--- config.mk ---
export PLATFORM = sky130hd
export DESIGN_NAME = regfile_scoreboard
export DESIGN_NICKNAME = d
export VERILOG_FILES = /design/src/rtl/rv32i_pkg.sv /design/src/rtl/sb_counter.sv /design/src/rtl/regfile_scoreboard.sv
export SDC_FILE = /design/constraint.sdc
export NUM_CORES = 2
export LEC_CHECK = 0
export BUFFER_PORTS_ARGS = -buffer_cell sky130_fd_sc_hd__clkbuf_2
export CAP_MARGIN = 15
export CORE_ASPECT_RATIO = 1.1
export CORE_UTILIZATION = 50
export CTS_BUF_LIST = sky130_fd_sc_hd__clkbuf_16
export CTS_CLUSTER_DIAMETER = 50
export DETAILED_ROUTE_END_ITERATION = 16
export GPL_TIMING_DRIVEN = 0
export HOLD_SLACK_MARGIN = 0.12
export PLACE_DENSITY = 0.68
export REMOVE_ABC_BUFFERS = 1
export SETUP_SLACK_MARGIN = 0.15
export SLEW_MARGIN = 20
export SYNTH_ARGS = -nofsm -noshare
export SYNTH_HDL_FRONTEND = slang
export SYNTH_HIERARCHICAL = 1
export SYNTH_SLANG_ARGS = --single-unit
export TNS_END_PERCENT = 1
--- constraint.sdc ---
create_clock -name clk -period 3.2 [get_ports clk]
set_input_delay 0.16 -clock clk [delete_from_list [all_inputs] [get_ports clk]]
set_output_delay 0.16 -clock clk [all_outputs]
set_load 0.02 [all_outputs]
--- src/rtl/rv32i_pkg.sv ---
// Shared architectural constants for the integer register file and scoreboard.
package rv32i_pkg;
  localparam int XLEN       = 32;
  localparam int NREG       = 32;
  localparam int REG_ADDR_W = 5;
  localparam logic [REG_ADDR_W-1:0] REG_ZERO = 5'd0;
endpackage

--- src/rtl/sb_counter.sv ---
// Saturating in-flight writer counter for one architectural register.
module sb_counter #(
  parameter int CNT_W = 2
) (
  input  logic             clk,
  input  logic             rst_n,
  input  logic             inc,
  input  logic             dec_wb,
  input  logic             dec_kill,
  output logic [CNT_W-1:0] cnt
);
  localparam logic signed [CNT_W+1:0] MAX_S = (CNT_W+2)'((2**CNT_W) - 1);

  logic signed [CNT_W+1:0] sum;
  logic [CNT_W-1:0]        nxt;

  // Net of all events in one step; two extra bits hold -2..MAX+1 before clamping.
  always_comb begin
    sum = $signed({2'b00, cnt})
        + $signed({{(CNT_W+1){1'b0}}, inc})
        - $signed({{(CNT_W+1){1'b0}}, dec_wb})
        - $signed({{(CNT_W+1){1'b0}}, dec_kill});
    nxt = sum[CNT_W-1:0];
    if (sum[CNT_W+1])  nxt = '0;
    else if (sum > MAX_S) nxt = MAX_S[CNT_W-1:0];
  end

  always_ff @(posedge clk or negedge rst_n) begin
    if (!rst_n) cnt <= '0;
    else        cnt <= nxt;
  end
endmodule

--- src/rtl/regfile_scoreboard.sv ---
// Integer register file with writeback bypass and per-register in-flight
// writer counters that raise decode stall / full on RAW hazards.
module regfile_scoreboard
  import rv32i_pkg::*;
#(
  parameter int XW    = XLEN,
  parameter int NR    = NREG,
  parameter int CNT_W = 2
) (
  input  logic                  clk,
  input  logic                  rst_n,
  input  logic [REG_ADDR_W-1:0] A1D,
  input  logic [REG_ADDR_W-1:0] A2D,
  output logic [XW-1:0]         RD1D,
  output logic [XW-1:0]         RD2D,
  input  logic                  IssueD,
  input  logic                  RegWriteD,
  input  logic [REG_ADDR_W-1:0] RdD,
  input  logic                  KillE,
  input  logic [REG_ADDR_W-1:0] KillRdE,
  input  logic                  RegWriteW,
  input  logic [REG_ADDR_W-1:0] RdW,
  input  logic [XW-1:0]         ResultW,
  output logic                  StallD,
  output logic                  FullD
);
  logic [NR-1:0][XW-1:0]    rf;
  logic [NR-1:0][CNT_W-1:0] cnt;
  logic                     issue_ok;
  logic                     wb1, wb2, wbd, busy1, busy2;

  always_ff @(posedge clk or negedge rst_n) begin
    if (!rst_n)                           rf <= '0;
    else if (RegWriteW && RdW != REG_ZERO) rf[RdW] <= ResultW;
  end

  assign cnt[0] = '0;

  generate
    for (genvar r = 1; r < NR; r++) begin : g_cnt
      sb_counter #(.CNT_W(CNT_W)) u_cnt (
        .clk      (clk),
        .rst_n    (rst_n),
        .inc      (issue_ok && RdD == REG_ADDR_W'(r)),
        .dec_wb   (RegWriteW && RdW == REG_ADDR_W'(r)),
        .dec_kill (KillE && KillRdE == REG_ADDR_W'(r)),
        .cnt      (cnt[r])
      );
    end
  endgenerate

  // A retiring writer only clears the hazard when it is the last one pending.
  always_comb begin
    wb1   = RegWriteW && RdW == A1D;
    wb2   = RegWriteW && RdW == A2D;
    wbd   = RegWriteW && RdW == RdD;
    busy1 = A1D != REG_ZERO && cnt[A1D] > CNT_W'(wb1);
    busy2 = A2D != REG_ZERO && cnt[A2D] > CNT_W'(wb2);
    StallD = rst_n && (busy1 || busy2);
    FullD  = rst_n && RegWriteD && RdD != REG_ZERO && (&cnt[RdD]) && !wbd;
    issue_ok = IssueD && !StallD && !FullD && RegWriteD;

    RD1D = '0;
    if (rst_n && A1D != REG_ZERO) RD1D = wb1 ? ResultW : rf[A1D];
    RD2D = '0;
    if (rst_n && A2D != REG_ZERO) RD2D = wb2 ? ResultW : rf[A2D];
  end
endmodule
==> metrics.md <==
| Metric | Value |
|---|---|
| Critical path launch point type | `flop` |
| Worst endpoint required time | `3850 ps` |
| Final core occ | `0.590` |
| Net Switching | `13.2 mW` |
| Register area | `27200 sq um` |
| Final HPWL DP | `131000 microns` |
| Setup WS post-layout | `-532 ps` |
| Routed WL per cell | `29.3 microns` |
| Synth Area per Inst | `between 10 and 15 sq um` |
| Die area | `~130000 sq um` |
| Num CTS Buffers | `131` |
| Drt total wl | `220000 microns` |
| CTS tree | `built` |
| Maxcap violations | `0` |
| Filler cells | `9891` |
| Clock Tree Root | `clkbuf_16` |
| Dominant cells by area after synthesis | `dfrtp_1, mux4_2, nand2_1` |
| GRT Total Usage | `0.344` |
| Sw Ratio | `0.308` |
| Post-route cell area | `72900 sq um` |
| Place WS | `-2280 ps` |
| Final Setup Violations | `106` |
| Worst slew pin tran | `roughly 1000 ps` |
| Vias in the first global route | `51100` |
| Status | `finished, violations left` |
| Max Root-Sink Buffers | `3` |
| Placement Cell Area | `66700 sq um` |
| Via-per-instance ratio | `slightly below 7` |
| Fin crit share | `1.17` |
| Max-slew violations | `0` |
| Die Ht | `~370 microns` |
| Gr ovfl total | `0` |
| Ys flop type | `dfrtp_1` |
| Largest net degree at the start of global routing | `92` |
| RSZ-0062 raised after global routing | `true` |
| Max transition margin | `0.332` |
| Sequential share of power | `0.432` |
| DRC Markers | `0` |
| Crit end category | `flop` |
| Violated checks | `negative setup slack` |
| Worst-Skew Late Latency | `790 ps` |
| CP arrival | `4380 ps` |
| Pre-Repair DR Iteration Count | `8` |
| Die width | `339 microns` |
| Clk network pwr share | `0.344` |
| Clk pin slew, worst setup/hold paths | `60 ps` |
| Max VDD drop | `approximately 0.63 mV` |
| Clk sink count | `1086` |
| Net count, final | `5983` |
| Layout cell share with drive strength beyond 1 | `0.203` |
| PD cells | `slightly below 600 nW/um^2` |
| Logic pwr share | `0.223` |
| First-pass GRT wire length | `326000 microns` |
| Synth warnings | `6` |
| Sequential element share of the synthesized area | `0.434` |
| Port-buffer cells | `approximately 130` |
| Antenna-violating nets left | `0` |
| CTS H-tree depth | `4` |
| Ports | `around 130` |
| Cell Area, Synth | `62600 sq um` |
| Post-synth EDFFs | `0` |
| Multi-input logic area | `33500 sq um` |
| Seq cells post-synth | `~1100` |
| Initial antenna violation count | `9` |
| Layout area overhead | `16.5%` |
| Fmax | `268 MHz` |
| Row Count | `135` |
| Syn Inst Count | `5835` |
| Crit path kind | `reg -> reg` |
| HP Class | `in -> async` |
| Post-synth top area share | `0.434` |
| Vias after detailed routing | `50500` |
| Internal power | `29.7 mW` |
| Leading area contributor after synthesis | `dfrtp_1` |
| Iter 0 DRT Violations | `6497` |
| GP Congestion | `around 0.84` |
| Initial Util | `0.506` |
| Min Tclk post-route | `3730 ps` |
| Worst-path maximum fanout | `8` |
| Setup Skew | `31.0 ps` |
| Core area | `124000 sq um` |
| Library cells used by synthesis | `57` |
| Leakage power | `between 30 and 40 nW` |
| Async SR Flop Fraction | `1.00` |
| Final hold violation count | `0` |
==> critical path, cell delays in order (launching register included) <==
cell and delay [ps]:
dfrtp_1 390, mux4_2 500, mux4_2 540, mux2i_1 150, ha_1 180, nor2_2 50
a31oi_4 180, o211a_4 230, o211ai_4 210, buf_6 230, nor4_2 300, ha_2 330
maj3_2 300
==> timing repair <==
action,CTS,global route
cloned,8,0
setup endpoints to repair,128,126
gates resized for setup,78,115
buffers inserted,18,5
hold buffers,53,0
pin swaps,14,30
hold endpoints to repair,822,0
==> cells in the mapped netlist, types with 68 or more instances <==
master / number
nand2_1: 1478
a21oi_1: 68
a221oi_1: 321
buf_2: 88
o21ai_0: 132
mux2_2: 199
mux4_2: 283
ha_1: 95
dfrtp_1: 1086
nor2_1: 117
mux2_1: 320
nand3_1: 92
mux2i_1: 521
inv_1: 195
clkbuf_1: 416
==> path summary, 6_finish.rpt <==
kind	from	end	slack (ps)	cells past startpoint
max reg2reg	g_cnt[30].u_cnt/cnt[0]	g_cnt[12].u_cnt/cnt[0]	-530	12
max	g_cnt[30].u_cnt/cnt[0]	g_cnt[12].u_cnt/cnt[0]	-530	12
min	rst_n	rf[482]	110	8
max in group asynchronous	rst_n	rf[406]	1360	9
min reg2reg	rf[22]	rf[22]	400	0
min in group clk	KillRdE[2]	g_cnt[18].u_cnt/cnt[1]	170	5
==> logic make-up after synthesis <==
kind of cell / Yosys count / synth area share
compound gates: 683 / 0.0795
xor+xnor: 15 / 0.00210
fa+ha+maj: 188 / 0.0444
buf+inv: 758 / 0.0486
flops: 1086 / 0.434
mux: 1323 / 0.278
simple gates: 1782 / 0.113
==> per-stage QoR <==
step	hold slack, ps	instances	power (mW)	setup TNS [ps]
detailed placement	202	7190	27.3	-201640
finish	108	7506	42.9	-29310
global route	131	7504	44.5	-33600
CTS	123	7499	42.4	-31480
floorplan	-136	5286	23.8	-404310
global placement	384	7058	27.4	-
==> final cells by class <==
type,instances,share of cell area
Sequential cell,1086,0.373
Clock buffer,135,0.0463
Antenna cell,2,0.0000686
Multi-Input combinational cell,3993,0.459
Timing Repair Buffer,342,0.0713
Inverter,209,0.0114
Clock inverter,95,0.0107
Tap cell,1644,0.0282
==> power by group through the flow <==
stage / clock (mW) / combinational [mW] / sequential [mW]
2_1_floorplan: 0 / 5.78 / 18.0
3_5_place_dp: 0 / 8.63 / 18.7
6_report: 14.8 / 9.57 / 18.5
4_1_cts: 14.8 / 9.21 / 18.4
5_1_grt: 15.4 / 10.3 / 18.8
3_3_place_gp: 0 / 8.84 / 18.5
==> flip-flops by register name (all words and copies together) (netlist names) <==
signal / cells
rf: 1024
g_cnt.u_cnt/cnt: 62
==> layer usage <==
layer	routed length [microns]	GRT usage	up-vias
met1	81800	0.450	25500
met2	96900	0.505	3374
met3	26400	0.105	930
met5	87	0.000379	-
met4	14800	0.204	15
li1	-	-	20600
==> layout by cell type (no fill, tap or decap), types with 100 or more instances in the layout <==
master,count
inv_1,210
dfrtp_1,1081
mux4_2,283
mux2_2,199
mux2i_1,521
a221oi_1,282
o21ai_0,118
clkbuf_2,106
mux2_1,320
nand2_1,1463
buf_16,100
clkbuf_16,140
(Power assumes the default switching activity.)
